==> config.mk <==
export PLATFORM = sky130hd
export DESIGN_NAME = bcd_calc_sequencer
export DESIGN_NICKNAME = d
export VERILOG_FILES = /design/src/rtl/calc_pkg.sv /design/src/rtl/bcd_entry_reg.sv /design/src/rtl/bcd_calc_sequencer.sv
export SDC_FILE = /design/constraint.sdc
export NUM_CORES = 1
export LEC_CHECK = 0
export CAP_MARGIN = 25
export CELL_PAD_IN_SITES_DETAIL_PLACEMENT = 2
export CELL_PAD_IN_SITES_GLOBAL_PLACEMENT = 2
export CORE_ASPECT_RATIO = 1.1
export CORE_MARGIN = 2
export CORE_UTILIZATION = 29
export CTS_CLUSTER_DIAMETER = 30
export DETAILED_ROUTE_END_ITERATION = 10
export GPL_ROUTABILITY_DRIVEN = 0
export GPL_TIMING_DRIVEN = 0
export PLACE_DENSITY = 0.87
export SLEW_MARGIN = 20
export SYNTH_ARGS = -nofsm -noshare
export SYNTH_HDL_FRONTEND = slang
export SYNTH_SLANG_ARGS = --single-unit
export TNS_END_PERCENT = 100
==> constraint.sdc <==
create_clock -name clk -period 3.7 [get_ports clk]
set_input_delay 0.74 -clock clk [delete_from_list [all_inputs] [get_ports clk]]
set_output_delay 0.74 -clock clk [all_outputs]
set_load 0.02 [all_outputs]
==> src/rtl/calc_pkg.sv <==
// ---------------------------------------------------------------------------
// calc_pkg
// Shared definitions for the BCD calculator sequencer:
//   - sequencer state encoding
//   - keypad key codes
//   - ALU opcodes driven toward the two-digit BCD ALU
//   - operand digit-count limits
//   - debug struct exposing FSM state and operand digit counts
// ---------------------------------------------------------------------------
package calc_pkg;

  // Digits accepted per operand. Two packed BCD nibbles fill the 8-bit ALU.
  localparam int MAX_DIGITS = 2;
  localparam int CNT_W      = 2;
  localparam logic [CNT_W-1:0] CNT_FULL = CNT_W'(MAX_DIGITS);

  // ALU opcodes
  localparam logic [2:0] OPC_ADD = 3'b000;
  localparam logic [2:0] OPC_SUB = 3'b010;

  // Keypad codes: 0-9 are digits, 14-31 are reserved and ignored
  localparam logic [4:0] KEY_ADD = 5'd10;
  localparam logic [4:0] KEY_SUB = 5'd11;
  localparam logic [4:0] KEY_EQ  = 5'd12;
  localparam logic [4:0] KEY_CLR = 5'd13;

  typedef enum logic [1:0] {
    ENTER_OP1 = 2'd0,
    ENTER_OP2 = 2'd1,
    COMPUTE   = 2'd2,
    SHOW      = 2'd3
  } state_t;

  // Debug view of the sequencer, bound to by checkers
  typedef struct packed {
    state_t           state;
    logic [CNT_W-1:0] op1_cnt;
    logic [CNT_W-1:0] op2_cnt;
  } dbg_t;

  function automatic logic is_digit(input logic [4:0] code);
    return (code <= 5'd9);
  endfunction

endpackage

==> src/rtl/bcd_entry_reg.sv <==
// ---------------------------------------------------------------------------
// bcd_entry_reg
// One packed-BCD operand register with a digit counter.
//   clk       : clock, rising edge
//   nrst      : synchronous active-low reset
//   clr       : clear value and count (highest priority after reset)
//   load_en   : parallel load of load_val / load_cnt
//   load_val  : packed BCD value to load
//   load_cnt  : digit count to associate with the loaded value
//   shift_en  : shift digit into the low nibble (ignored once count is full)
//   digit     : BCD digit 0-9
//   value     : packed BCD operand (registered)
//   count     : digits entered so far (registered)
// ---------------------------------------------------------------------------
module bcd_entry_reg
  import calc_pkg::*;
(
  input  logic             clk,
  input  logic             nrst,
  input  logic             clr,
  input  logic             load_en,
  input  logic [7:0]       load_val,
  input  logic [CNT_W-1:0] load_cnt,
  input  logic             shift_en,
  input  logic [3:0]       digit,
  output logic [7:0]       value,
  output logic [CNT_W-1:0] count
);

  logic [7:0]       value_q, value_d;
  logic [CNT_W-1:0] count_q, count_d;

  always_comb begin
    value_d = value_q;
    count_d = count_q;
    if (clr) begin
      value_d = 8'h00;
      count_d = '0;
    end else if (load_en) begin
      value_d = load_val;
      count_d = load_cnt;
    end else if (shift_en && (count_q < CNT_FULL)) begin
      // Saturated register leaves value and count untouched
      value_d = {value_q[3:0], digit};
      count_d = count_q + 1'b1;
    end
  end

  always_ff @(posedge clk) begin
    if (!nrst) begin
      value_q <= 8'h00;
      count_q <= '0;
    end else begin
      value_q <= value_d;
      count_q <= count_d;
    end
  end

  assign value = value_q;
  assign count = count_q;

endmodule

==> src/rtl/bcd_calc_sequencer.sv <==
// ---------------------------------------------------------------------------
// bcd_calc_sequencer
// Operand entry and sequencing for a two-digit BCD ALU. Keypad strobes build
// two operands, equals latches the ALU result, and chained operations reuse
// the previous result as the next op1.
//   clk          : clock, rising edge
//   nrst         : synchronous active-low reset
//   key_valid    : one-cycle strobe qualifying key_code
//   key_code     : 0-9 digit, 10 add, 11 sub, 12 equals, 13 clear, else ignored
//   alu_result   : packed BCD result from the combinational ALU
//   alu_c_out    : ALU most-significant-digit carry-out
//   op1, op2     : packed BCD operands to the ALU (registered)
//   opcode       : ALU opcode (registered)
//   display      : value to display (selected from registered state)
//   carry_flag   : carry-out of the last computation (registered)
//   result_valid : one-cycle pulse after the result is registered
//   busy         : high while in COMPUTE
//   dbg          : FSM state and operand digit counts
//
// Key interface: key_valid is a strobe with no back-pressure. A key is
// consumed on the rising edge where key_valid=1; there is no ready. Keys
// arriving while in COMPUTE (busy=1) are dropped, clear included.
// ---------------------------------------------------------------------------
module bcd_calc_sequencer
  import calc_pkg::*;
(
  input  logic       clk,
  input  logic       nrst,
  input  logic       key_valid,
  input  logic [4:0] key_code,
  input  logic [7:0] alu_result,
  input  logic       alu_c_out,
  output logic [7:0] op1,
  output logic [7:0] op2,
  output logic [2:0] opcode,
  output logic [7:0] display,
  output logic       carry_flag,
  output logic       result_valid,
  output logic       busy,
  output dbg_t       dbg
);

  state_t     state_q, state_d;
  logic [2:0] opcode_q, opcode_d;
  logic [7:0] result_q, result_d;
  logic       carry_q, carry_d;
  logic       rv_q, rv_d;
  logic       busy_q, busy_d;

  // Operand register controls
  logic             op1_clr, op1_load, op1_shift;
  logic [7:0]       op1_load_val;
  logic [CNT_W-1:0] op1_load_cnt;
  logic             op2_clr, op2_shift;
  logic [CNT_W-1:0] op1_cnt, op2_cnt;

  // Key decode
  logic       key_digit, key_op, key_eq, key_clr;
  logic [2:0] key_opc;

  assign key_digit = key_valid && is_digit(key_code);
  assign key_op    = key_valid && ((key_code == KEY_ADD) || (key_code == KEY_SUB));
  assign key_eq    = key_valid && (key_code == KEY_EQ);
  assign key_clr   = key_valid && (key_code == KEY_CLR);
  assign key_opc   = (key_code == KEY_SUB) ? OPC_SUB : OPC_ADD;

  always_comb begin
    state_d      = state_q;
    opcode_d     = opcode_q;
    result_d     = result_q;
    carry_d      = carry_q;
    rv_d         = 1'b0;
    op1_clr      = 1'b0;
    op1_load     = 1'b0;
    op1_shift    = 1'b0;
    op1_load_val = 8'h00;
    op1_load_cnt = '0;
    op2_clr      = 1'b0;
    op2_shift    = 1'b0;

    if (key_clr && (state_q != COMPUTE)) begin
      // Clear behaves like reset on the next edge
      state_d  = ENTER_OP1;
      opcode_d = OPC_ADD;
      result_d = 8'h00;
      carry_d  = 1'b0;
      op1_clr  = 1'b1;
      op2_clr  = 1'b1;
    end else begin
      case (state_q)
        ENTER_OP1: begin
          if (key_digit) begin
            op1_shift = 1'b1;
          end else if (key_op) begin
            opcode_d = key_opc;
            op2_clr  = 1'b1;
            state_d  = ENTER_OP2;
          end
        end
        ENTER_OP2: begin
          if (key_digit) begin
            op2_shift = 1'b1;
          end else if (key_op) begin
            opcode_d = key_opc;
          end else if (key_eq) begin
            state_d = COMPUTE;
          end
        end
        COMPUTE: begin
          // Operands have been stable on the ALU for a full cycle
          result_d = alu_result;
          carry_d  = alu_c_out;
          rv_d     = 1'b1;
          state_d  = SHOW;
        end
        SHOW: begin
          if (key_digit) begin
            op1_load     = 1'b1;
            op1_load_val = {4'h0, key_code[3:0]};
            op1_load_cnt = CNT_W'(1);
            carry_d      = 1'b0;
            state_d      = ENTER_OP1;
          end else if (key_op) begin
            // Chain: the previous result is a full operand, so further
            // digits for op1 are ignored
            op1_load     = 1'b1;
            op1_load_val = result_q;
            op1_load_cnt = CNT_FULL;
            opcode_d     = key_opc;
            op2_clr      = 1'b1;
            state_d      = ENTER_OP2;
          end
        end
        default: state_d = ENTER_OP1;
      endcase
    end

    busy_d = (state_d == COMPUTE);
  end

  always_ff @(posedge clk) begin
    if (!nrst) begin
      state_q  <= ENTER_OP1;
      opcode_q <= OPC_ADD;
      result_q <= 8'h00;
      carry_q  <= 1'b0;
      rv_q     <= 1'b0;
      busy_q   <= 1'b0;
    end else begin
      state_q  <= state_d;
      opcode_q <= opcode_d;
      result_q <= result_d;
      carry_q  <= carry_d;
      rv_q     <= rv_d;
      busy_q   <= busy_d;
    end
  end

  bcd_entry_reg u_op1 (
    .clk      (clk),
    .nrst     (nrst),
    .clr      (op1_clr),
    .load_en  (op1_load),
    .load_val (op1_load_val),
    .load_cnt (op1_load_cnt),
    .shift_en (op1_shift),
    .digit    (key_code[3:0]),
    .value    (op1),
    .count    (op1_cnt)
  );

  // op2 is only ever shifted or cleared
  bcd_entry_reg u_op2 (
    .clk      (clk),
    .nrst     (nrst),
    .clr      (op2_clr),
    .load_en  (1'b0),
    .load_val (8'h00),
    .load_cnt ('0),
    .shift_en (op2_shift),
    .digit    (key_code[3:0]),
    .value    (op2),
    .count    (op2_cnt)
  );

  // op2 is shown only once the user has started typing it
  always_comb begin
    display = op1;
    case (state_q)
      ENTER_OP1: display = op1;
      ENTER_OP2: display = (op2_cnt != '0) ? op2 : op1;
      COMPUTE:   display = (op2_cnt != '0) ? op2 : op1;
      SHOW:      display = result_q;
      default:   display = op1;
    endcase
  end

  assign opcode       = opcode_q;
  assign carry_flag   = carry_q;
  assign result_valid = rv_q;
  assign busy         = busy_q;
  assign dbg          = '{state: state_q, op1_cnt: op1_cnt, op2_cnt: op2_cnt};

endmodule

==> run metrics, run 1 <==
DR WL/cell=18.4 um; Via density=5.17; Hold/Removal Path Class=reg2reg; gr usage total=20.0%; die footprint=0.00686 sq mm; fraction of layout cells with a size suffix above 1=10.8%; Hold Path Stages=2; CP max-delay cell=clkdlybuf4s50_1; FF+latch count, synth=34; startpoint types=register; RSZ-0062 raised after global routing=false; Die W=79.2 um; Reg-to-Reg Start=state_q[0]$_SDFF_PN0_; aggregate routed wire length=6.26 mm; first-pass GRT wire length=10.5 mm; Critical Path Max Stage Delay=0.66 ns; post-CTS setup buffers=0; number of buffers created by CTS=5; grt total ovfl=0; row count=30; max frequency=297 MHz; clk sinks=34; Reg clk slew, reported paths=0.07 ns; synth unique cells=52; Final Skew=0.00264 ns; max-slew violation count=0; PwrDens=314 mW/mm^2; R2R setup slack=1.59 ns; most common cell after layout, fill and taps aside=clkdlybuf4s50_1; Syn Inst Count=201; critical path endpoint category=primary output; outcome=finished clean; reg2reg end=result_q[2]$_SDFFE_PP0P_; kind of critical path=reg2out; Port-buffer cells=50; Hold EP=opcode[1]$_SDFFE_PP0P_; Post-Syn Area per Cell=8.96 sq um; DP Wirelength=4.84 mm; DIE HEIGHT=86.7 um; Req. time, crit path=2.96 ns; Design Power=0.787 mW; cell area after synthesis=0.00180 sq mm; Final ANT Viol Nets=0; Finished Core Util=41.2%; initial antenna violation count=0; total of max-cap violations=0; CP Max Fanout=8; DR vias=1759; delay-heaviest family, CP=buffers and inverters; synth warn=0; prevailing post-synth register cell=dfxtp_1; iteration-0 DRC count of the detailed router=64; largest net degree at the start of global routing=12; htree depth=2; vias in the first global route=1923; Area growth syn-to-layout=38.9%; Setup TNS Final=0 ns; CTS tree=built; Worst-Skew Late Latency=0.29 ns; fraction of the cycle the final worst path needs=91.0%; Final setup viols=0; Clock Tree Root=clkbuf_8; initial core utilization=29.6%; Max clock buf depth=2; R2R cell count=6; Inserted Diodes=0; Worst Path Buf+Inv=3; core area=0.00608 sq mm; Leak Pwr=0.910 nW; Post-synth EDFFs=0; Net count, final=282; HP Start=opcode[1]$_SDFFE_PP0P_; num ports=53; fill cell count=686; residual DRC count=0; Cell Chain, Critical Path=inv_1, ha_1, nor2b_1, clkbuf_2, a22oi_1, o21ai_0, clkdlybuf4s50_1; Post-synth ARST share=0%; minimum clock period=3.37 ns; TritonRoute pass-1 iters=4; register area share after synthesis=37.8%; commonest non-fill, non-tap cells in the layout=50 x clkdlybuf4s50_1, 34 x dfxtp_1, 22 x nor2_1, 16 x mux2i_1; Worst VDD drop=148 uV; slew at the pin closest to its max-slew limit=0.797 ns; Final Hold Vio Count=0; crit path DAT=2.63 ns; max_slew headroom=46.9%
==> power breakdown <==
| group | total [mW] | switching (mW) | internal, mW | leakage (nW) |
|---|---|---|---|---|
| combinational | 0.115 | 0.0619 | 0.0534 | 0.588 |
| sequential | 0.380 | 0.00747 | 0.372 | 0.275 |
| clock | 0.292 | 0.142 | 0.150 | 0.0472 |
==> registers in the layout (all words and copies together), names as in the netlist <==
name / count
u_op2.value: 8
carry_flag: 1
result_q: 8
u_op2.count: 2
busy: 1
opcode: 1
u_op1.value: 8
result_valid: 1
state_q: 2
u_op1.count: 2
==> what timing repair did <==
item / in CTS / in global routing
endpoints found under the setup margin: 0 / 1
hold buffers: 0 / 0
resized for setup: 0 / 2
==> metal layers <==
layer | track usage, % | share of wire [%] | up-vias
met3 | 3.02 | 3.6 | 6
met2 | 36.4 | 52 | 38
met4 | 6.11 | 1.4 | 0
li1 | - | - | 839
met1 | 24.1 | 43 | 876
met5 | 0 | 0 | -
==> cells in the mapped netlist (2+ instances only) <==
master    instances  area [sq um]
nor3_1            4          20.0
nor2_1           22          82.6
o221ai_1          2          17.5
a22oi_1           8          60.1
a21oi_1           8          40.0
dfxtp_1          34           681
mux2i_1          16           160
clkbuf_1          3          11.3
nand3_1           5          25.0
o21a_1            3          22.5
nand2b_1          2          12.5
buf_4             4          30.0
nand4_1           2          12.5
inv_1            12          45.0
o21ai_2           2          17.5
a221oi_1          4          35.0
or2b_1            2          15.0
nand2_1          14          52.6
o21ai_0          14          70.1
nand3b_1          3          22.5
ha_1              6          75.1
==> per-stage QoR <==
stage | hold WS, ns | area, sq um | std cells | setup slack, ns
finish | 0.470 | 2500 | 340 | 0.332
global route | 0.510 | 2500 | 340 | 0.142
CTS | 0.481 | 2500 | 340 | 0.179
detailed placement | 0.470 | 2410 | 332 | 0.528
global placement | 0.465 | 2410 | 332 | 0.580
floorplan | 0.461 | 1810 | 202 | 1.06
==> tightest hold or removal path: stages (launching register included) <==
cell and delay [ns]:
dfxtp_1 0.31, o21ai_0 0.06, a21oi_1 0.06
==> worst max path at each step <==
stage	startpoint	endpoint	slack [ns]	depth (start not counted)
after CTS	state_q[0]$_SDFF_PN0_	display[3]	0.18	7
after global routing	state_q[0]$_SDFF_PN0_	display[3]	0.14	7
after floorplan	state_q[0]$_SDFF_PN0_	display[0]	1.06	6
final	state_q[1]$_SDFF_PN0_	display[3]	0.33	7
after global placement	state_q[0]$_SDFF_PN0_	display[3]	0.58	7
after detailed placement	state_q[0]$_SDFF_PN0_	display[3]	0.53	7
==> layout make-up <==
class | instances | area (sq um) | area share [%]
plain buffers | 10 | 62.6 | 2.50
clock buffers | 6 | 82.6 | 3.30
multi-input cells | 146 | 1020 | 40.7
clock inverters | 2 | 12.5 | 0.500
inverters | 12 | 45.0 | 1.80
flip-flops and latches | 34 | 681 | 27.2
repair buffers | 50 | 500 | 20.0
well taps | 80 | 100 | 4.00
==> kinds of logic (layout without fill, tap and decap cells) <==
group | Yosys count | after routing | share of synthesized area (%)
adders and majority gates | 6 | 6 | 4.17
AOI/OAI and AO/OA | 54 | 54 | 21.8
DFF | 34 | 34 | 37.8
xor gates and xnor gates | 1 | 1 | 0.486
buffers and inverters | 22 | 80 | 5.90
muxes | 17 | 17 | 9.72
and+or+nand+nor | 66 | 66 | 19.9
other | 1 | 2 | 0.208
Note: power is estimated with default switching activity, not from simulation.
==> run 2: changes to the inputs <==
- CORE_UTILIZATION: 29 -> 30
- PLACE_DENSITY: 0.87 -> 0.86
- SYNTH_HIERARCHICAL: not set -> 1
==> run metrics, run 2 <==
core area=0.00697 sq mm (was 0.00608 sq mm); synth unique cells=41 (was 52); Worst-Skew Late Latency=0.29 ns (about the same); Final ANT Viol Nets=0 (unchanged); htree depth=2 (unchanged); worst setup margin=0.144 ns (was 0.332 ns); crit path DAT=2.82 ns (was 2.63 ns); Synth area leader=dfxtp_1 (unchanged); gr usage total=19.2% (was 20.0%); Synth top area share=31.6% (was 37.8%); Post-synth EDFFs=0 (unchanged); grt total ovfl=0 (unchanged); hold slack=0.479 ns (was 0.470 ns); outcome=finished clean (unchanged); fill cell count=807 (was 686); num ports=53 (unchanged); first-pass GRT wire length=11.8 mm (was 10.5 mm); minimum clock period=3.56 ns (was 3.37 ns); final std cells w/o fill=395 (was 340); most common cell in the synthesized netlist=dfxtp_1 (unchanged); Net count, final=332 (was 282); DIE HEIGHT=92.8 um (was 86.7 um); PwrDens=297 mW/mm^2 (was 314 mW/mm^2); residual DRC count=0 (unchanged); prevailing post-synth register cell=dfxtp_1 (unchanged); Post-synth ARST share=0% (unchanged); number of buffers created by CTS=5 (unchanged); DR vias=2073 (was 1759); Syn Inst Count=241 (was 201); Hold Path Stages=2 (unchanged); Reg clk slew, reported paths=0.08 ns (was 0.07 ns); CTS tree=built (unchanged); iteration-0 DRC count of the detailed router=83 (was 64); FF+latch count, synth=34 (unchanged); die footprint=0.00786 sq mm (was 0.00686 sq mm); clk sinks=34 (unchanged); Final setup viols=0 (unchanged); fraction of layout cells with a size suffix above 1=18.7% (was 10.8%); aggregate routed wire length=7.35 mm (was 6.26 mm); Req. time, crit path=2.96 ns (about the same); HP Start=opcode[1]$_SDFFE_PP0P_ (unchanged); register area=681 sq um (unchanged); Final Hold Vio Count=0 (unchanged); Design Power=0.855 mW (was 0.787 mW); Port-buffer cells=50 (unchanged); max_slew headroom=50.4% (was 46.9%); total of max-cap violations=0 (unchanged); Die W=84.7 um (was 79.2 um); max frequency=281 MHz (was 297 MHz); DR WL/cell=18.6 um (was 18.4 um); Reg-to-Reg Start=state_q[0]$_SDFF_PN0_ (unchanged); Via density=5.25 (was 5.17); vias in the first global route=2254 (was 1923); Post-synth top cells=34 x dfxtp_1, 21 x nor3_1, 20 x nor2b_1 (was 34 x dfxtp_1, 22 x nor2_1, 16 x mux2i_1); post-CTS setup buffers=0 (unchanged); Post-Syn Area per Cell=8.92 sq um (was 8.96 sq um); Leak Pwr=1.03 nW (was 0.910 nW); critical path endpoint category=primary output (unchanged); Inserted Diodes=0 (unchanged); startpoint types=register (unchanged); max-slew violation count=0 (unchanged); Hold EP=opcode[1]$_SDFFE_PP0P_ (unchanged); slew at the pin closest to its max-slew limit=0.743 ns (was 0.797 ns); initial core utilization=30.9% (was 29.6%); largest net degree at the start of global routing=11 (was 12); most common cell after layout, fill and taps aside=clkdlybuf4s50_1 (unchanged); row count=32 (was 30); dpl cells=388 (was 332); reg2reg end=u_op1/count[0]$_SDFFE_PP0P_ (was result_q[2]$_SDFFE_PP0P_); Final Skew=0.0105 ns (was 0.00264 ns); initial antenna violation count=0 (unchanged); cell area after synthesis=0.00215 sq mm (was 0.00180 sq mm); DP Wirelength=5.36 mm (was 4.84 mm); kind of critical path=reg2out (unchanged); R2R setup slack=1.23 ns (was 1.59 ns); Multi-input gate area=0.00133 sq mm (was 0.00102 sq mm); crit path from=state_q[1]$_SDFF_PN0_ (unchanged); TritonRoute pass-1 iters=4 (unchanged); CP Max Fanout=8 (unchanged); RSZ-0062 raised after global routing=false (unchanged); Worst VDD drop=105 uV (was 148 uV); commonest non-fill, non-tap cells in the layout=50 x clkdlybuf4s50_1, 34 x dfxtp_1, 21 x nor3_1, 20 x nor2b_1, 16 x nor4_2 (was 50 x clkdlybuf4s50_1, 34 x dfxtp_1, 22 x nor2_1, 16 x mux2i_1); Hold/Removal Path Class=reg2reg (unchanged); top cells by area, synth=dfxtp_1 32%, nor4_2 9.3%, nor3_2 6.5% (was dfxtp_1 38%, mux2i_1 8.9%, nor2_1 4.6%); synth warn=6 (was 0); Setup TNS Final=0 ns (unchanged); fraction of the cycle the final worst path needs=96.1% (was 91.0%); Clock Tree Root=clkbuf_8 (unchanged); Place WS=0.310 ns (was 0.528 ns); R2R cell count=10 (was 6); Area growth syn-to-layout=33.9% (was 38.9%); Max clock buf depth=2 (unchanged); register area share after synthesis=31.6% (was 37.8%)
-- run 2: power breakdown --
part / switching (mW) / leakage (nW) / total (mW) / internal, mW
Clock: 0.136 / 0.0383 / 0.266 / 0.130
Combinational: 0.0970 / 0.712 / 0.188 / 0.0908
Sequential: 0.0200 / 0.278 / 0.401 / 0.381
Total: 0.253 / 1.03 / 0.855 / 0.602
-- run 2: stage by stage --
step / instance area, sq um / utilization, %
floorplan: 2200 / -
global placement: 2800 / 40.2
detailed placement: 2800 / 40.2
CTS: 2880 / 41.3
global route: 2880 / 41.3
finish: 2880 / 41.3
-- run 2: what timing repair did --
item	CTS	global route
setup endpoints to repair	0	2
gates resized for setup	0	2
hold buffers	0	0
-- run 2: worst max path at each step --
stage,slack [ns],endpoint,depth (start not counted)
after CTS,0.07,display[3],7
after floorplan,1.09,display[1],6
after global routing,0.02,display[2],7
after global placement,0.41,u_op1/value[1]$_SDFFE_PP0P_,10
after detailed placement,0.31,u_op1/value[6]$_SDFFE_PP0P_,10
final,0.14,display[2],7
-- run 2: cell families (layout without fill, tap and decap cells) --
logic type	after synthesis	count (layout)	synth area share, %
AND/OR/NAND/NOR	120	120	38.7
flip-flops	34	34	31.6
multiplexers	8	8	3.72
buffers and inverters	29	86	8.49
XOR/XNOR	2	2	0.815
adder cells (fa/ha/maj)	5	5	2.91
AO/OA/AOI/OAI	42	42	13.5
other	1	13	0.174
-- run 2: worst max-delay path: stages (launching register included) --
cell             delay [ns]
dfxtp_1                0.45
inv_1                  0.15
ha_1                   0.34
nor2b_1                0.20
clkbuf_2               0.25
a22oi_1                0.12
o21ai_0                0.33
clkdlybuf4s50_1        0.67
-- run 2: layer usage --
layer	global-route usage [%]	vias to the layer above	routed length, um
met3	2.50	10	160
met1	23.6	1049	3250
met5	0	-	0
met2	34.7	34	3810
li1	-	980	-
met4	5.69	0	125
-- run 2: layout make-up --
type                            count  share of cell area (%)
Sequential cell                    34                    23.6
Multi-Input combinational cell    190                    46.3
Buffer                             22                    5.47
Timing Repair Buffer               50                    17.4
Tap cell                           85                    3.69
Inverter                            7                   0.912
Clock buffer                        7                    2.65
==> run 3: changes to the inputs <==
- CORE_MARGIN: 2 -> 3
==> run metrics, run 3 (synthesis results as in run 2) <==
initial core utilization=31.7% (was 30.9%); vias in the first global route=2297 (was 2254); Finished Core Util=42.6% (was 41.3%); DIE HEIGHT=94.8 um (was 92.8 um); hold slack=0.498 ns (was 0.479 ns); worst setup margin=0.197 ns (was 0.144 ns); aggregate routed wire length=7.72 mm (was 7.35 mm); total of max-cap violations=0 (unchanged); Final Skew=0.00637 ns (was 0.0105 ns); num ports=53 (unchanged); sequential power share=45.3% (was 46.9%); outcome=finished clean (unchanged); Inserted Diodes=0 (unchanged); CP Max Fanout=8 (unchanged); Leak Pwr=1.04 nW (was 1.03 nW); critical path endpoint category=primary output (unchanged); Logic pwr share=21.4% (was 21.9%); Critical Path Max Stage Delay=0.66 ns (was 0.67 ns); commonest non-fill, non-tap cells in the layout=50 x clkdlybuf4s50_1, 34 x dfxtp_1, 21 x nor3_1, 20 x nor2b_1, 16 x nor4_2 (unchanged); most common cell after layout, fill and taps aside=clkdlybuf4s50_1 (unchanged); fraction of layout cells with a size suffix above 1=19.3% (was 18.7%); fraction of the cycle the final worst path needs=94.7% (was 96.1%); htree depth=2 (unchanged); DP Wirelength=5.66 mm (was 5.36 mm); row count=31 (was 32); Hold/Removal Path Class=reg2reg (unchanged); largest net degree at the start of global routing=11 (unchanged); Reg clk slew, reported paths=0.07 ns (was 0.08 ns); Net count, final=332 (unchanged); Worst VDD drop=169 uV (was 105 uV); Final Hold Vio Count=0 (unchanged); initial antenna violation count=0 (unchanged); Net Switching=0.261 mW (was 0.253 mW); Via density=5.22 (was 5.25); kind of critical path=reg2out (unchanged); RSZ-0062 raised after global routing=false (unchanged); die footprint=0.00822 sq mm (was 0.00786 sq mm); CP max-delay cell=clkdlybuf4s50_1 (unchanged); Max clock buf depth=2 (unchanged); post-cts repair resize count=0 (unchanged); Port-buffer cells=50 (unchanged); max_slew headroom=51.7% (was 50.4%); minimum clock period=3.50 ns (was 3.56 ns); iteration-0 DRC count of the detailed router=95 (was 83); Design Power=0.884 mW (was 0.855 mW); Die W=86.7 um (was 84.7 um); Req. time, crit path=2.96 ns (about the same); Worst-Skew Late Latency=0.29 ns (about the same); clk sinks=34 (unchanged); crit path DAT=2.76 ns (was 2.82 ns); number of buffers created by CTS=5 (unchanged); residual DRC count=0 (unchanged); Clock power frac=33.3% (was 31.1%); grt total ovfl=0 (unchanged); PwrDens=306 mW/mm^2 (was 297 mW/mm^2); TritonRoute pass-1 iters=4 (unchanged); slew at the pin closest to its max-slew limit=0.724 ns (was 0.743 ns); Final setup viols=0 (unchanged); Place WS=0.280 ns (was 0.310 ns); startpoint types=register (unchanged); DR WL/cell=19.6 um (was 18.6 um); DR vias=2052 (was 2073); Area growth syn-to-layout=34.4% (was 33.9%); CTS tree=built (unchanged); first-pass GRT wire length=12.4 mm (was 11.8 mm); Internal Pwr Total=0.622 mW (was 0.602 mW); cts hold-fix bufs=0 (unchanged); post-CTS setup buffers=0 (unchanged); Setup TNS Final=0 ns (unchanged); switch share=29.6% (about the same); Cell Chain, Critical Path=inv_1, ha_1, nor2b_1, clkbuf_2, a22oi_1, o21ai_0, clkdlybuf4s50_1 (unchanged); max frequency=285 MHz (was 281 MHz); Clock Tree Root=clkbuf_8 (unchanged); max-slew violation count=0 (unchanged); core area=0.00679 sq mm (was 0.00697 sq mm); Final ANT Viol Nets=0 (unchanged); gr usage total=19.7% (was 19.2%)
==> run 3: cell count changes in the layout (fill, tap and decap cells not counted), sizes merged <==
cell,change
clkinv,+1
==> run 3: area by class of cell <==
cell class / count / area [sq um]
fillers: 753 / 3900
well taps: 82 / 103
multi-input cells: 190 / 1330
clock inverters: 1 / 5.00
plain buffers: 22 / 158
clock buffers: 7 / 86.3
flip-flops and latches: 34 / 681
inverters: 7 / 26.3
repair buffers: 50 / 500
==> run 3: routing by layer <==
metal  GRT usage [%]  vias to the layer above  share of wire (%)
li1                -                      978                  -
met2            34.3                       35                 51
met1            24.8                     1023                 45
met5               0                        -                  0
met3            2.44                       16                1.6
met4            7.01                        0                2.5
==> run 3: critical path: cells and delay by family (launching register included) <==
family	cells	cell delay, ns
adders and majority gates	1	0.35
AOI/OAI and AO/OA	2	0.39
DFF	1	0.46
buffers and inverters	3	1.07
and+or+nand+nor	1	0.20
==> run 3: worst paths after layout <==
check                          from                     endpoint  slack, ns  depth (start not counted)
max           state_q[1]$_SDFF_PN0_                   display[1]       0.20                          7
min reg2reg  opcode[1]$_SDFFE_PP0P_       opcode[1]$_SDFFE_PP0P_       0.50                          2
min          opcode[1]$_SDFFE_PP0P_       opcode[1]$_SDFFE_PP0P_       0.50                          2
max reg2reg   state_q[0]$_SDFF_PN0_  u_op2/count[0]$_SDFFE_PP0P_       1.21                         10
==> run 3: per-stage QoR <==
| stage | cell area [sq um] | std cells |
|---|---|---|
| floorplan | 2200 | 253 |
| global placement | 2800 | 385 |
| detailed placement | 2800 | 385 |
| CTS | 2890 | 393 |
| global route | 2890 | 393 |
| finish | 2890 | 393 |
==> run 3: power by group through the flow <==
stage / Sequential, mW / Combinational (mW) / Clock (mW)
finish: 0.400 / 0.189 / 0.295
global route: 0.403 / 0.203 / 0.322
CTS: 0.401 / 0.188 / 0.305
detailed placement: 0.409 / 0.185 / 0
global placement: 0.409 / 0.180 / 0
floorplan: 0.422 / 0.0858 / 0
